[src/rtl/hazard_if.sv]
// Hazard-control bundle between the RV32 pipeline stage registers and
// the hazard controller: register numbers, write enables, MDU handshake,
// forwarding selects, stall/flush enables and the performance counters.
interface hazard_if #(
  parameter int CNT_WIDTH = 32
);

  logic [4:0]           rs1_d;
  logic [4:0]           rs2_d;
  logic [4:0]           rs1_e;
  logic [4:0]           rs2_e;
  logic [4:0]           rd_e;
  logic [1:0]           res_src_e;
  logic [4:0]           rd_m;
  logic [4:0]           rd_w;
  logic                 reg_write_m;
  logic                 reg_write_w;
  logic                 pc_src_e;
  logic                 mdu_start_e;
  logic                 mdu_done;
  logic                 cnt_clr;

  logic [1:0]           forward_a_e;
  logic [1:0]           forward_b_e;
  logic                 stall_f;
  logic                 stall_d;
  logic                 stall_e;
  logic                 flush_d;
  logic                 flush_e;
  logic                 flush_m;
  logic                 mdu_abort;
  logic [CNT_WIDTH-1:0] stall_cnt;
  logic [CNT_WIDTH-1:0] flush_cnt;

  // Pipeline side: supplies register numbers and control, consumes enables.
  modport master (
    output rs1_d, rs2_d, rs1_e, rs2_e, rd_e, res_src_e, rd_m, rd_w,
           reg_write_m, reg_write_w, pc_src_e, mdu_start_e, mdu_done, cnt_clr,
    input  forward_a_e, forward_b_e, stall_f, stall_d, stall_e,
           flush_d, flush_e, flush_m, mdu_abort, stall_cnt, flush_cnt
  );

  // Hazard controller side.
  modport slave (
    input  rs1_d, rs2_d, rs1_e, rs2_e, rd_e, res_src_e, rd_m, rd_w,
           reg_write_m, reg_write_w, pc_src_e, mdu_start_e, mdu_done, cnt_clr,
    output forward_a_e, forward_b_e, stall_f, stall_d, stall_e,
           flush_d, flush_e, flush_m, mdu_abort, stall_cnt, flush_cnt
  );

endinterface

[src/rtl/hazard_ctrl.sv]
// Hazard controller for the 5-stage RV32 core: execute-stage operand
// forwarding, load-use bubble insertion, branch flushes, multi-cycle MDU
// sequencing with a timeout abort, and saturating stall/flush counters.
module hazard_ctrl #(
  parameter int CNT_WIDTH   = 32,
  parameter int MDU_TIMEOUT = 64
) (
  input  logic     clk,
  input  logic     rst_n,
  hazard_if.slave  hz
);

  localparam int TW = $clog2(MDU_TIMEOUT + 1);
  localparam logic [TW-1:0] TMO_LIMIT = TW'(MDU_TIMEOUT);

  typedef enum logic {
    ST_RUN  = 1'b0,
    ST_BUSY = 1'b1
  } state_t;

  // Forward select for one execute operand; memory stage beats writeback,
  // and x0 is never forwarded because it is hard-wired to zero.
  function automatic logic [1:0] fwd_sel(
    input logic [4:0] rs,
    input logic [4:0] rd_m,
    input logic       we_m,
    input logic [4:0] rd_w,
    input logic       we_w
  );
    if (we_m && (rd_m != 5'd0) && (rd_m == rs)) begin
      return 2'b10;
    end else if (we_w && (rd_w != 5'd0) && (rd_w == rs)) begin
      return 2'b01;
    end else begin
      return 2'b00;
    end
  endfunction

  // Increment that holds at all-ones instead of wrapping.
  function automatic logic [CNT_WIDTH-1:0] sat_inc(input logic [CNT_WIDTH-1:0] v);
    if (&v) begin
      return v;
    end else begin
      return v + CNT_WIDTH'(1);
    end
  endfunction

  state_t               state_q, state_d;
  logic [TW-1:0]        tmo_q, tmo_d;
  logic                 abort_q, abort_d;
  logic [CNT_WIDTH-1:0] stall_cnt_q, stall_cnt_d;
  logic [CNT_WIDTH-1:0] flush_cnt_q, flush_cnt_d;

  logic                 lwstall;
  logic                 mdu_stall;
  logic                 lw_eff;
  logic                 stall_f_w;
  logic                 stall_d_w;
  logic                 stall_e_w;
  logic                 flush_d_w;
  logic                 flush_e_w;
  logic                 flush_m_w;

  // Operand forwarding is purely combinational and unaffected by reset.
  always_comb begin
    hz.forward_a_e = fwd_sel(hz.rs1_e, hz.rd_m, hz.reg_write_m, hz.rd_w, hz.reg_write_w);
    hz.forward_b_e = fwd_sel(hz.rs2_e, hz.rd_m, hz.reg_write_m, hz.rd_w, hz.reg_write_w);
  end

  // Load in execute whose destination feeds the instruction in decode.
  always_comb begin
    lwstall = (hz.res_src_e == 2'b01) && (hz.rd_e != 5'd0) &&
              ((hz.rd_e == hz.rs1_d) || (hz.rd_e == hz.rs2_d));
  end

  // MDU FSM next state, timeout counter and the MDU freeze request.
  always_comb begin
    state_d   = state_q;
    tmo_d     = tmo_q;
    abort_d   = 1'b0;
    mdu_stall = 1'b0;
    unique case (state_q)
      ST_RUN: begin
        tmo_d = '0;
        if (hz.mdu_start_e && !hz.mdu_done) begin
          mdu_stall = 1'b1;
          state_d   = ST_BUSY;
          tmo_d     = TW'(1);
        end
      end
      ST_BUSY: begin
        if (hz.mdu_done) begin
          // Result captured this cycle; done wins over a coincident timeout.
          state_d = ST_RUN;
          tmo_d   = '0;
        end else if (tmo_q == TMO_LIMIT) begin
          abort_d = 1'b1;
          state_d = ST_RUN;
          tmo_d   = '0;
        end else begin
          mdu_stall = 1'b1;
          tmo_d     = tmo_q + TW'(1);
        end
      end
      default: begin
        state_d = ST_RUN;
        tmo_d   = '0;
      end
    endcase
  end

  // Stall/flush combination: branch flush suppresses the load-use bubble,
  // and an MDU freeze suppresses it too so the held execute stage keeps
  // its MDU instruction. Everything is forced low while in reset.
  always_comb begin
    lw_eff    = lwstall && !hz.pc_src_e && !mdu_stall;
    stall_f_w = rst_n && (mdu_stall || lw_eff);
    stall_d_w = rst_n && (mdu_stall || lw_eff);
    stall_e_w = rst_n && mdu_stall;
    flush_d_w = rst_n && hz.pc_src_e;
    flush_e_w = rst_n && (hz.pc_src_e || lw_eff);
    flush_m_w = rst_n && mdu_stall;
  end

  // Drive the stall/flush enables onto the bundle.
  always_comb begin
    hz.stall_f = stall_f_w;
    hz.stall_d = stall_d_w;
    hz.stall_e = stall_e_w;
    hz.flush_d = flush_d_w;
    hz.flush_e = flush_e_w;
    hz.flush_m = flush_m_w;
  end

  // Performance counter next values; clear has priority over increment.
  always_comb begin
    stall_cnt_d = stall_cnt_q;
    flush_cnt_d = flush_cnt_q;
    if (hz.cnt_clr) begin
      stall_cnt_d = '0;
      flush_cnt_d = '0;
    end else begin
      if (stall_f_w) begin
        stall_cnt_d = sat_inc(stall_cnt_q);
      end
      if (hz.pc_src_e) begin
        flush_cnt_d = sat_inc(flush_cnt_q);
      end
    end
  end

  // State register; an asynchronous reset abandons any MDU operation silently.
  always_ff @(posedge clk or negedge rst_n) begin
    if (!rst_n) begin
      state_q     <= ST_RUN;
      tmo_q       <= '0;
      abort_q     <= 1'b0;
      stall_cnt_q <= '0;
      flush_cnt_q <= '0;
    end else begin
      state_q     <= state_d;
      tmo_q       <= tmo_d;
      abort_q     <= abort_d;
      stall_cnt_q <= stall_cnt_d;
      flush_cnt_q <= flush_cnt_d;
    end
  end

  // Registered outputs.
  always_comb begin
    hz.mdu_abort = abort_q;
    hz.stall_cnt = stall_cnt_q;
    hz.flush_cnt = flush_cnt_q;
  end

endmodule
[src/flat_wrapper.sv]
// flat-port wrapper written by rule: the top's interface ports become plain ports
module hazard_ctrl_flat 
#(
  parameter int CNT_WIDTH   = 32,
  parameter int MDU_TIMEOUT = 64
)
  (clk, rst_n, hz_rs1_d, hz_rs2_d, hz_rs1_e, hz_rs2_e, hz_rd_e, hz_res_src_e, hz_rd_m, hz_rd_w, hz_reg_write_m, hz_reg_write_w, hz_pc_src_e, hz_mdu_start_e, hz_mdu_done, hz_cnt_clr, hz_forward_a_e, hz_forward_b_e, hz_stall_f, hz_stall_d, hz_stall_e, hz_flush_d, hz_flush_e, hz_flush_m, hz_mdu_abort, hz_stall_cnt, hz_flush_cnt);
  hazard_if #(.CNT_WIDTH(CNT_WIDTH)) hz_i ();
  input  logic clk;
  input  logic rst_n;
  input wire logic [$bits(hz_i.rs1_d)-1:0] hz_rs1_d;
  input wire logic [$bits(hz_i.rs2_d)-1:0] hz_rs2_d;
  input wire logic [$bits(hz_i.rs1_e)-1:0] hz_rs1_e;
  input wire logic [$bits(hz_i.rs2_e)-1:0] hz_rs2_e;
  input wire logic [$bits(hz_i.rd_e)-1:0] hz_rd_e;
  input wire logic [$bits(hz_i.res_src_e)-1:0] hz_res_src_e;
  input wire logic [$bits(hz_i.rd_m)-1:0] hz_rd_m;
  input wire logic [$bits(hz_i.rd_w)-1:0] hz_rd_w;
  input wire logic [$bits(hz_i.reg_write_m)-1:0] hz_reg_write_m;
  input wire logic [$bits(hz_i.reg_write_w)-1:0] hz_reg_write_w;
  input wire logic [$bits(hz_i.pc_src_e)-1:0] hz_pc_src_e;
  input wire logic [$bits(hz_i.mdu_start_e)-1:0] hz_mdu_start_e;
  input wire logic [$bits(hz_i.mdu_done)-1:0] hz_mdu_done;
  input wire logic [$bits(hz_i.cnt_clr)-1:0] hz_cnt_clr;
  output wire logic [$bits(hz_i.forward_a_e)-1:0] hz_forward_a_e;
  output wire logic [$bits(hz_i.forward_b_e)-1:0] hz_forward_b_e;
  output wire logic [$bits(hz_i.stall_f)-1:0] hz_stall_f;
  output wire logic [$bits(hz_i.stall_d)-1:0] hz_stall_d;
  output wire logic [$bits(hz_i.stall_e)-1:0] hz_stall_e;
  output wire logic [$bits(hz_i.flush_d)-1:0] hz_flush_d;
  output wire logic [$bits(hz_i.flush_e)-1:0] hz_flush_e;
  output wire logic [$bits(hz_i.flush_m)-1:0] hz_flush_m;
  output wire logic [$bits(hz_i.mdu_abort)-1:0] hz_mdu_abort;
  output wire logic [$bits(hz_i.stall_cnt)-1:0] hz_stall_cnt;
  output wire logic [$bits(hz_i.flush_cnt)-1:0] hz_flush_cnt;
  assign hz_i.rs1_d = hz_rs1_d;
  assign hz_i.rs2_d = hz_rs2_d;
  assign hz_i.rs1_e = hz_rs1_e;
  assign hz_i.rs2_e = hz_rs2_e;
  assign hz_i.rd_e = hz_rd_e;
  assign hz_i.res_src_e = hz_res_src_e;
  assign hz_i.rd_m = hz_rd_m;
  assign hz_i.rd_w = hz_rd_w;
  assign hz_i.reg_write_m = hz_reg_write_m;
  assign hz_i.reg_write_w = hz_reg_write_w;
  assign hz_i.pc_src_e = hz_pc_src_e;
  assign hz_i.mdu_start_e = hz_mdu_start_e;
  assign hz_i.mdu_done = hz_mdu_done;
  assign hz_i.cnt_clr = hz_cnt_clr;
  assign hz_forward_a_e = hz_i.forward_a_e;
  assign hz_forward_b_e = hz_i.forward_b_e;
  assign hz_stall_f = hz_i.stall_f;
  assign hz_stall_d = hz_i.stall_d;
  assign hz_stall_e = hz_i.stall_e;
  assign hz_flush_d = hz_i.flush_d;
  assign hz_flush_e = hz_i.flush_e;
  assign hz_flush_m = hz_i.flush_m;
  assign hz_mdu_abort = hz_i.mdu_abort;
  assign hz_stall_cnt = hz_i.stall_cnt;
  assign hz_flush_cnt = hz_i.flush_cnt;
  hazard_ctrl #(.CNT_WIDTH(CNT_WIDTH), .MDU_TIMEOUT(MDU_TIMEOUT)) u_core (.clk(clk), .rst_n(rst_n), .hz(hz_i));
endmodule
[config.mk]
export PLATFORM = sky130hd
export DESIGN_NAME = hazard_ctrl_flat
export DESIGN_NICKNAME = d
export VERILOG_FILES = /design/src/rtl/hazard_if.sv /design/src/rtl/hazard_ctrl.sv /design/src/flat_wrapper.sv
export SDC_FILE = /design/constraint.sdc
export NUM_CORES = 1
export LEC_CHECK = 0
export CORE_MARGIN = 8
export CORE_UTILIZATION = 41
export CTS_CLUSTER_DIAMETER = 150
export DETAILED_ROUTE_END_ITERATION = 12
export HOLD_SLACK_MARGIN = 0.05
export PLACE_DENSITY = 0.69
export SLEW_MARGIN = 20
export SYNTH_ARGS = -nofsm -noshare
export SYNTH_HDL_FRONTEND = slang
export SYNTH_SLANG_ARGS = --single-unit
[constraint.sdc]
create_clock -name clk -period 4.1 [get_ports clk]
set_input_delay 0.615 -clock clk [delete_from_list [all_inputs] [get_ports clk]]
set_output_delay 0.615 -clock clk [all_outputs]
set_load 0.01 [all_outputs]
# After elaboration in Yosys (flattened, before gate mapping)
# Cells that the tools add are included.
[totals] wordCells=70 inputBits=45 ff_bits=73 output_inout_bits=75
[classes] bitwise=1 n_reduce_logical=30 n_eq_ne=10 n_mux=21 add_sub_neg=3
[ops] cell="2-to-1 mux 32 bit" n=6
[ops] cell="adder 32 x 1 -> 32 bit, second input constant" n=2
[ops] cell="AND reduction 32 bit" n=2
[ops] cell="equality test 5 bit" n=6
[ops] cell="logical AND 1 bit" n=15
[ops] cell="nonzero test 5 bit" n=3
[ops] cell="2-to-1 mux 7 bit" n=2
[ops] cell="case mux 7 bit (2 select lines)" n=1
[ops] cell="2-to-1 mux 1 bit" n=9
[ops] cell="adder 7 x 1 -> 7 bit, second input constant" n=1
[ops] cell="equality test 7 bit, second input constant" n=1
[ops] cell="2-to-1 mux 2 bit" n=2
[ops] cell="inequality test 2 bit, second input constant" n=2
[ops] cell="AND reduction 2 bit" n=2
[ops] cell="nonzero test 2 bit" n=2
[ops] cell="logical NOT 1 bit" n=3
[ops] cell="logical OR 1 bit" n=3
[ops] cell="equality test 2 x 1 -> 1 bit, second input constant" n=1
[ops] cell="case mux 1 bit (2 select lines)" n=1
[ops] cell="inverter 1 bit" n=1

# Longest topological paths before layout
# Gate-level depths: netlist (run 1).
[depth] word_depth=10 mapped_depth=9 ltp_nobuf=7

# Worst setup path after synthesis (run 1)
# Ideal clock, no wire load.
[synth_path] kind="in2out" start="in hz_rd_e[0]" end="out hz_stall_f" t_required_ns=3.485 n_path_buf=2 path_slack_ns=1.435 t_arrival_ns=2.050 cell_stages=7 cell_sequence="or4_1 -> nor2_1 -> nor4_1 -> a21oi_1 -> clkbuf_1 -> inv_1 -> buf_4"
[synth_via] elab_chain_len=7 elab_cells_between_ends=10 cone_classes="eq/ne (2); reduce/logical (8)"
[synth_rtl] item="from (decl)" line="flat_wrapper.sv:15" source="input wire logic [$bits(hz_i.rd_e)-1:0] hz_rd_e;"
[synth_rtl] item="equality test 5 bit or nonzero test 5 bit (tied branches)" line="hazard_ctrl.sv:73, hazard_ctrl.sv:72"
[synth_rtl] item="logical OR 1 bit or logical AND 1 bit (tied branches)" line="hazard_ctrl.sv:73, hazard_ctrl.sv:72"
[synth_rtl] item="logical AND 1 bit (*)" line="hazard_ctrl.sv:72" source="lwstall = (hz.res_src_e == 2'b01) && (hz.rd_e != 5'd0) &&"
[synth_rtl] item="logical AND 1 bit (*) (2 in a row)" line="hazard_ctrl.sv:116" source="lw_eff = lwstall && !hz.pc_src_e && !mdu_stall;"
[synth_rtl] item="logical OR 1 bit (*)"
[synth_rtl] item="logical AND 1 bit (*)"
[synth_rtl] item="to (decl)" line="flat_wrapper.sv:27" source="output wire logic [$bits(hz_i.stall_f)-1:0] hz_stall_f;"
# Mark *: on every way between the ends. The rest lies on a longest branch, timed or not.

# Final worst setup path (run 1)
[layout_path] start="in hz_rd_m[4]" end="out hz_forward_a_e[0]"
[layout_via] elab_chain_len=4 elab_cells_between_ends=5 cone_classes="eq/ne (1); mux (1); reduce/logical (3)"
[layout_rtl] item="from (decl)" line="flat_wrapper.sv:17" source="input wire logic [$bits(hz_i.rd_m)-1:0] hz_rd_m;"
[layout_rtl] item="nonzero test 5 bit" line="hazard_ctrl.sv:30" source="if (we_m && (rd_m != 5'd0) && (rd_m == rs)) begin"
[layout_rtl] item="logical AND 1 bit" line="hazard_ctrl.sv:30"
[layout_rtl] item="logical AND 1 bit (*)" line="hazard_ctrl.sv:30"
[layout_rtl] item="2-to-1 mux 2 bit (*)" line="hazard_ctrl.sv:30"
[layout_rtl] item="to (decl)" line="flat_wrapper.sv:25" source="output wire logic [$bits(hz_i.forward_a_e)-1:0] hz_forward_a_e;"
# Marked as above.

==> results of run 1 <==
[power by group]
group	switching [µW]	total [µW]	internal (µW)	leakage, µW
sequential	6.18	730	724	0.00102
clock	271	632	361	0.000107
combinational	79.5	157	77.7	0.00110
total	357	1520	1160	0.00222
[critical path: stages]
cell and delay (ns):
clkdlybuf4s50_1 0.47, or4_1 0.54, o21ai_0 0.25, nor4_1 0.13, nor4_1 0.37, clkdlybuf4s50_1 0.61
[registers in the layout, indices dropped and copies added, names as in the netlist]
| register | flops |
|---|---|
| u_core.hz.flush_cnt | 32 |
| u_core.hz.mdu_abort | 1 |
| u_core.hz.stall_cnt | 32 |
| u_core.state_q | 1 |
| u_core.tmo_q | 7 |
[final cells by class]
type,instances,area [µm²],area share (%)
multi-input combinational,383,2460,41.5
clock buffer,12,145,2.44
sequential,73,1830,30.7
tap,140,175,2.95
clock inverter,4,76.3,1.28
timing repair buffer,124,1220,20.5
inverter,9,33.8,0.568
[layer usage]
metal	vias to the layer above	global-route usage [%]	share of wire [%]
met1	2038	20.0	42
met5	-	0	0
met3	25	3.66	4.9
met4	0	6.64	2.6
li1	2006	-	-
met2	107	29.2	50
[worst min path at each step]
stage,cells after the start,end
2_1_floorplan,0,u_core.hz.flush_cnt[0]
3_3_place_gp,1,u_core.hz.flush_cnt[16]
3_5_place_dp,1,u_core.hz.flush_cnt[18]
4_1_cts,1,u_core.hz.flush_cnt[16]
5_1_grt,1,u_core.hz.flush_cnt[18]
6_report,1,u_core.hz.flush_cnt[16]
[cell families (layout without fill, tap and decap cells)]
group           Yosys count  count (layout)  synth area share (%)
fa+ha+maj                 4               4                  1.14
simple gates            235             235                  30.1
flops                    73              73                  41.5
buf+inv                  31             149                  3.01
compound gates           77              77                  10.6
xor+xnor                 61              61                  12.1
mux                       6               6                  1.53
[cells in the final DEF (no fill, tap or decap), types with 2 or more instances in the layout]
cell type and n:
nor3_4 2, inv_1 9, bufinv_16 2, o41ai_1 2, or3_1 18, and4_1 8, clkbuf_8 10, nand3_1 32
dfrtp_1 73, or4_1 20, xnor2_1 25, clkbuf_1 2, xor2_1 36, mux2_2 6, nand2_1 29, nor3_1 5
and3_1 12, clkdlybuf4s50_1 117, and2_1 6, nor2b_1 5, o21bai_1 2, nand4_1 26, nor4b_1 2, o21ai_0 21
a2111oi_0 2, nor4_1 14, o31a_1 2, nand3b_1 2, a21oi_1 30, ha_1 4, o21ba_2 2, buf_4 6
nor2_1 47, o31ai_1 11
[metrics by stage]
stage               hold WS, ns  setup WS (ns)
finish                    0.132          0.493
global route              0.145          0.409
CTS                       0.126          0.552
detailed placement        0.504          0.563
global placement          0.500          0.665
floorplan                 0.319           1.44
==> impl_metrics.csv, run 1 <==
group,metric,value,unit
die,die_w,120,µm
placement,globalplace.congestion,0.843,
worst_setup_path,worst-setup-path-type,"input pin to primary output",
worst_setup_path,critPathCaptureType,"primary output",
routing,wl_per_cell,16.2,µm
yosys,ys.flop_type,"dfrtp_1",
yosys,ys_seq_area_share,41.5,%
clocking,cts_setup_buffers,0,
cells_and_area,area_delta_synth_final,34.9,%
yosys,syn_area,4410,µm²
routing,antenna_left,0,
routing,drc_errors,0,
cells_and_area,nNetsFinal,649,
worst_setup_path,r2r_cells,6,
timing,worst_pin_slew,0.841,ns
placement,dpl.hpwl,9.15,mm
cells_and_area,fill_cells,980,
global_routing,overflow,0,
timing,finalClockSkew,0.0112,ns
pwr,p_leak,0.00222,µW
yosys,postSynthCellCount,487,
cells_and_area,n_antenna_cell,0,
routing,dr_total_vias,4176,
clocking,cts_hold_buf,0,
clocking,clock_latency,0.34,ns
timing,timing.final.crit_share,88.0,%
global_routing,grt_pass1_vias,4163,
worst_setup_path,crit_end,"hz_forward_a_e[0]",
status,outcome,"completed",
routing,vias_per_cell,5.61,
global_routing,grt_first_pass_wirelength,20.3,mm
routing,wirelength,12.1,mm
timing,fmax,277,MHz
timing,rsz0062_at_grt,"false",
clocking,cts_buffers,9,
placement,dpl.cell_count,729,
yosys,synth_top_area_share,41.5,%
die,rows,38,
timing,max_slew_margin,43.9,%
timing,finalHoldViolCount,0,
pwr,power,1520,µW
worst_setup_path,worstSetupStartpoint,"hz_rd_m[4]",
clocking,cts_tree,"built",
yosys,synth_top_area_cell,"dfrtp_1",
timing,maxSlewViolCount,0,
cells_and_area,drive_above_1_share,6.12,%
timing,finalSetupViolations,0,
routing,drt_iter0_markers,256,
worst_setup_path,cp.required,3.48,ns
clocking,clock_sinks,73,
clocking,clk_path_buf_depth,2,
global_routing,grt_max_degree,58,
yosys,synthArstFlopShare,100,%
die,core_area,10700,µm²
yosys,yosys_warnings,0,
die,die_area,14300,µm²
clocking,htreeDepth,3,
min_path,hold_class,"input pin to async pin",
worst_setup_path,r2r-end,"u_core.hz.stall_cnt[10]",
placement,placed_cell_area,5720,µm²
timing,period_needed,3.61,ns
pwr,power_density,256,nW/µm²
cells_and_area,final_util,55.8,%
global_routing,grt_use_total,16.9,%
worst_setup_path,rrSetupSlack,1.48,ns
yosys,ys_top_cells_by_count,"73 x dfrtp_1, 47 x nor2_1, 36 x xor2_1, 32 x nand3_1, 31 x a21oi_1",
global_routing,antenna_found_initial,0,
yosys,ys_ff_latch,73,
worst_setup_path,startpoint_type,"input pin",
die,start_util,41.4,%
yosys,yosysMostFrequentCell,"dfrtp_1",
cells_and_area,post-route-cell-area,5940,µm²
worst_setup_path,path_max_fanout,3,
placement,portBuffers,119,
yosys,syn_avg_cell_area,9.05,µm²
clocking,cts_root_buffer,"clkbuf_8",
cells_and_area,finalNonFillerCells,745,
flow_run,drv_cap,0,
pwr,irDropWorstVdd,159,µV
die,die_y,120,µm
routing,drtPass1Iterations,4,
clocking,clk_pin_slew,0.08,ns
timing,fin_setup_tns,0,ns
die,io_pins,120,
yosys,synth_edf_count,0,
yosys,syn_nets,536,
worst_setup_path,cp.arrival,2.99,ns
yosys,yosys-top-cells-area,"dfrtp_1 41%, xor2_1 7.2%, xnor2_1 5.0%, nor2_1 4.0%, nand4_1 3.7%",
yosys,synth.distinct_cells,44,
worst_setup_path,r2r-start,"u_core.hz.stall_cnt[0]",
clocking,postCtsResizedCells,0,
(Power assumes the default switching activity.)
==> run 2: changes to the inputs <==
--- a/config.mk
+++ b/config.mk
@@ -10,7 +10,7 @@
 export CTS_CLUSTER_DIAMETER = 150
 export DETAILED_ROUTE_END_ITERATION = 12
 export HOLD_SLACK_MARGIN = 0.05
-export PLACE_DENSITY = 0.69
+export PLACE_DENSITY = 0.79
 export SLEW_MARGIN = 20
 export SYNTH_ARGS = -nofsm -noshare
 export SYNTH_HDL_FRONTEND = slang
==> run 2 against run 1 <==
Effect of this change: cell count fell by 0.13%; fmax increased by 0.46%; non-clock buffer count did not move; sequential cell count is the same; global-route usage rose by 0.29 points; hold slack gained 0.079 ns; routed wire length is 2.7% higher; power is 0.20% lower; utilization is 0.094 points lower; largest cell class unchanged.
==> impl_metrics.csv, run 2 (same netlist as run 1, synthesis figures left out) <==
group,metric,value,unit
status,outcome,"completed",
global_routing,grt_use_total,17.2,%
die,core_area,10700,µm²
pwr,p_int,1160,µW
clocking,cts_buffers,9,
routing,drt_iter0_markers,245,
global_routing,grt_pass1_vias,4275,
cells_and_area,final_common_cell,"clkdlybuf4s50_1",
cells_and_area,drive_above_1_share,6.29,%
worst_setup_path,path_max_fanout,3,
clocking,postCtsResizedCells,0,
routing,drtPass1Iterations,4,
flow_run,drv_cap,0,
cells_and_area,nNetsFinal,649,
routing,wl_met2,6.31,mm
timing,worst_pin_slew,1.05,ns
die,rows,38,
global_routing,grt_max_degree,42,
pwr,seq_power_share,48.1,%
worst_setup_path,cp.arrival,2.98,ns
pwr,swShare,23.7,%
placement,globalplace.congestion,0.840,
routing,dr_total_vias,4231,
clocking,cts_root_buffer,"clkbuf_8",
timing,rsz0062_at_grt,"false",
die,die_y,120,µm
global_routing,overflow,0,
timing,finalHoldViolCount,0,
cells_and_area,area_delta_synth_final,34.6,%
global_routing,antenna_found_initial,0,
timing,fmax,279,MHz
timing,finalSetupViolations,0,
worst_setup_path,r2r-start,"u_core.hz.stall_cnt[0]",
worst_setup_path,r2r-end,"u_core.hz.stall_cnt[7]",
clocking,cts_setup_buffers,0,
timing,fin_setup_tns,0,ns
clocking,clock_latency,0.34,ns
clocking,cts_tree,"built",
worst_setup_path,cp.required,3.48,ns
timing,finalClockSkew,0.0167,ns
clocking,htreeDepth,3,
routing,routed.top_layer,"met4",
routing,antenna_left,0,
cells_and_area,mostFrequentLayoutCells,"117 x clkdlybuf4s50_1, 73 x dfrtp_1, 47 x nor2_1, 36 x xor2_1, 32 x nand3_1",
clocking,clk_path_buf_depth,2,
die,die_w,120,µm
worst_setup_path,critPathCaptureType,"primary output",
cells_and_area,n_antenna_cell,0,
routing,wl_met3,741,µm
pwr,power_density,256,nW/µm²
routing,drc_errors,0,
clocking,cts_hold_buf,0,
worst_setup_path,startpoint_type,"input pin",
pwr,power.switching,360,µW
timing,maxSlewViolCount,0,
routing,vias_per_cell,5.69,
routing,wirelength_met1,5.01,mm
timing,timing.final.crit_share,87.6,%
routing,wl_per_cell,16.7,µm
routing,wirelength,12.4,mm
placement,portBuffers,119,
timing,period_needed,3.59,ns
die,start_util,41.4,%
die,die_area,14300,µm²
worst_setup_path,r2r_cells,6,
timing,max_slew_margin,29.9,%
pwr,clkPwrFrac,41.4,%
clocking,clock_sinks,73,
global_routing,grt_first_pass_wirelength,20.6,mm
worst_setup_path,rrSetupSlack,1.19,ns
pwr,p_comb_share,10.4,%
pwr,irDropWorstVdd,210,µV
placement,dpl.hpwl,9.26,mm
die,io_pins,120,
timing,hold-worst-slack,0.210,ns
pwr,p_leak,0.00220,µW
clocking,clk_pin_slew,0.09,ns
min_path,hold_class,"input pin to async pin",
worst_setup_path,worst-setup-path-type,"input pin to primary output",
[run 2: cell count changes in the layout (fill, tap and decap cells not counted), sizes merged]
cell      delta
clkbuf       -2
clkinvlp     +1
[run 2: how the worst max path moves through the flow]
stage	start	end	slack, ns	cells after the start
2_1_floorplan	hz_rd_e[0]	hz_stall_f	1.44	7
3_3_place_gp	hz_rd_m[4]	hz_forward_a_e[0]	0.67	6
3_5_place_dp	hz_rd_m[4]	hz_forward_b_e[0]	0.52	6
4_1_cts	hz_rd_m[4]	hz_forward_b_e[0]	0.52	6
5_1_grt	hz_rd_m[4]	hz_forward_a_e[0]	0.44	6
6_report	hz_rd_m[4]	hz_forward_b_e[0]	0.51	6
[run 2: worst max-delay path, stage by stage]
cell,delay (ns)
clkdlybuf4s50_1,0.47
or4_1,0.57
o21ai_0,0.25
nor4_1,0.13
nor4_1,0.32
clkdlybuf4s50_1,0.61
[run 2: power groups by stage]
stage / sequential, µW / combinational (µW) / clock (µW)
after floorplan: 744 / 63.5 / 0
after global placement: 744 / 155 / 0
after detailed placement: 744 / 160 / 0
after CTS: 730 / 160 / 641
after global routing: 731 / 174 / 675
final: 730 / 158 / 628
[run 2: per-stage QoR]
stage	std cells	setup slack (ns)	area (µm²)	util (%)	power (µW)
detailed placement	729	0.523	5720	53.7	904
floorplan	487	1.44	4410	-	808
finish	744	0.510	5930	55.7	1520
global placement	729	0.668	5720	53.7	899
global route	744	0.438	5930	55.7	1580
CTS	744	0.523	5930	55.7	1530
[run 2: routing by layer]
| layer | up-vias | GRT usage [%] |
|---|---|---|
| li1 | 2017 | - |
| met1 | 2049 | 19.6 |
| met2 | 136 | 29.8 |
| met3 | 29 | 5.03 |
| met4 | 0 | 6.48 |
| met5 | - | 0 |
[run 2: cell type report]
| type | count | area, µm² |
|---|---|---|
| clock buffers | 10 | 138 |
| clock inverters | 5 | 80.1 |
| fillers | 978 | 4720 |
| inverters | 9 | 33.8 |
| multi-input cells | 383 | 2460 |
| flip-flops and latches | 73 | 1830 |
| well taps | 140 | 175 |
| repair buffers | 124 | 1220 |
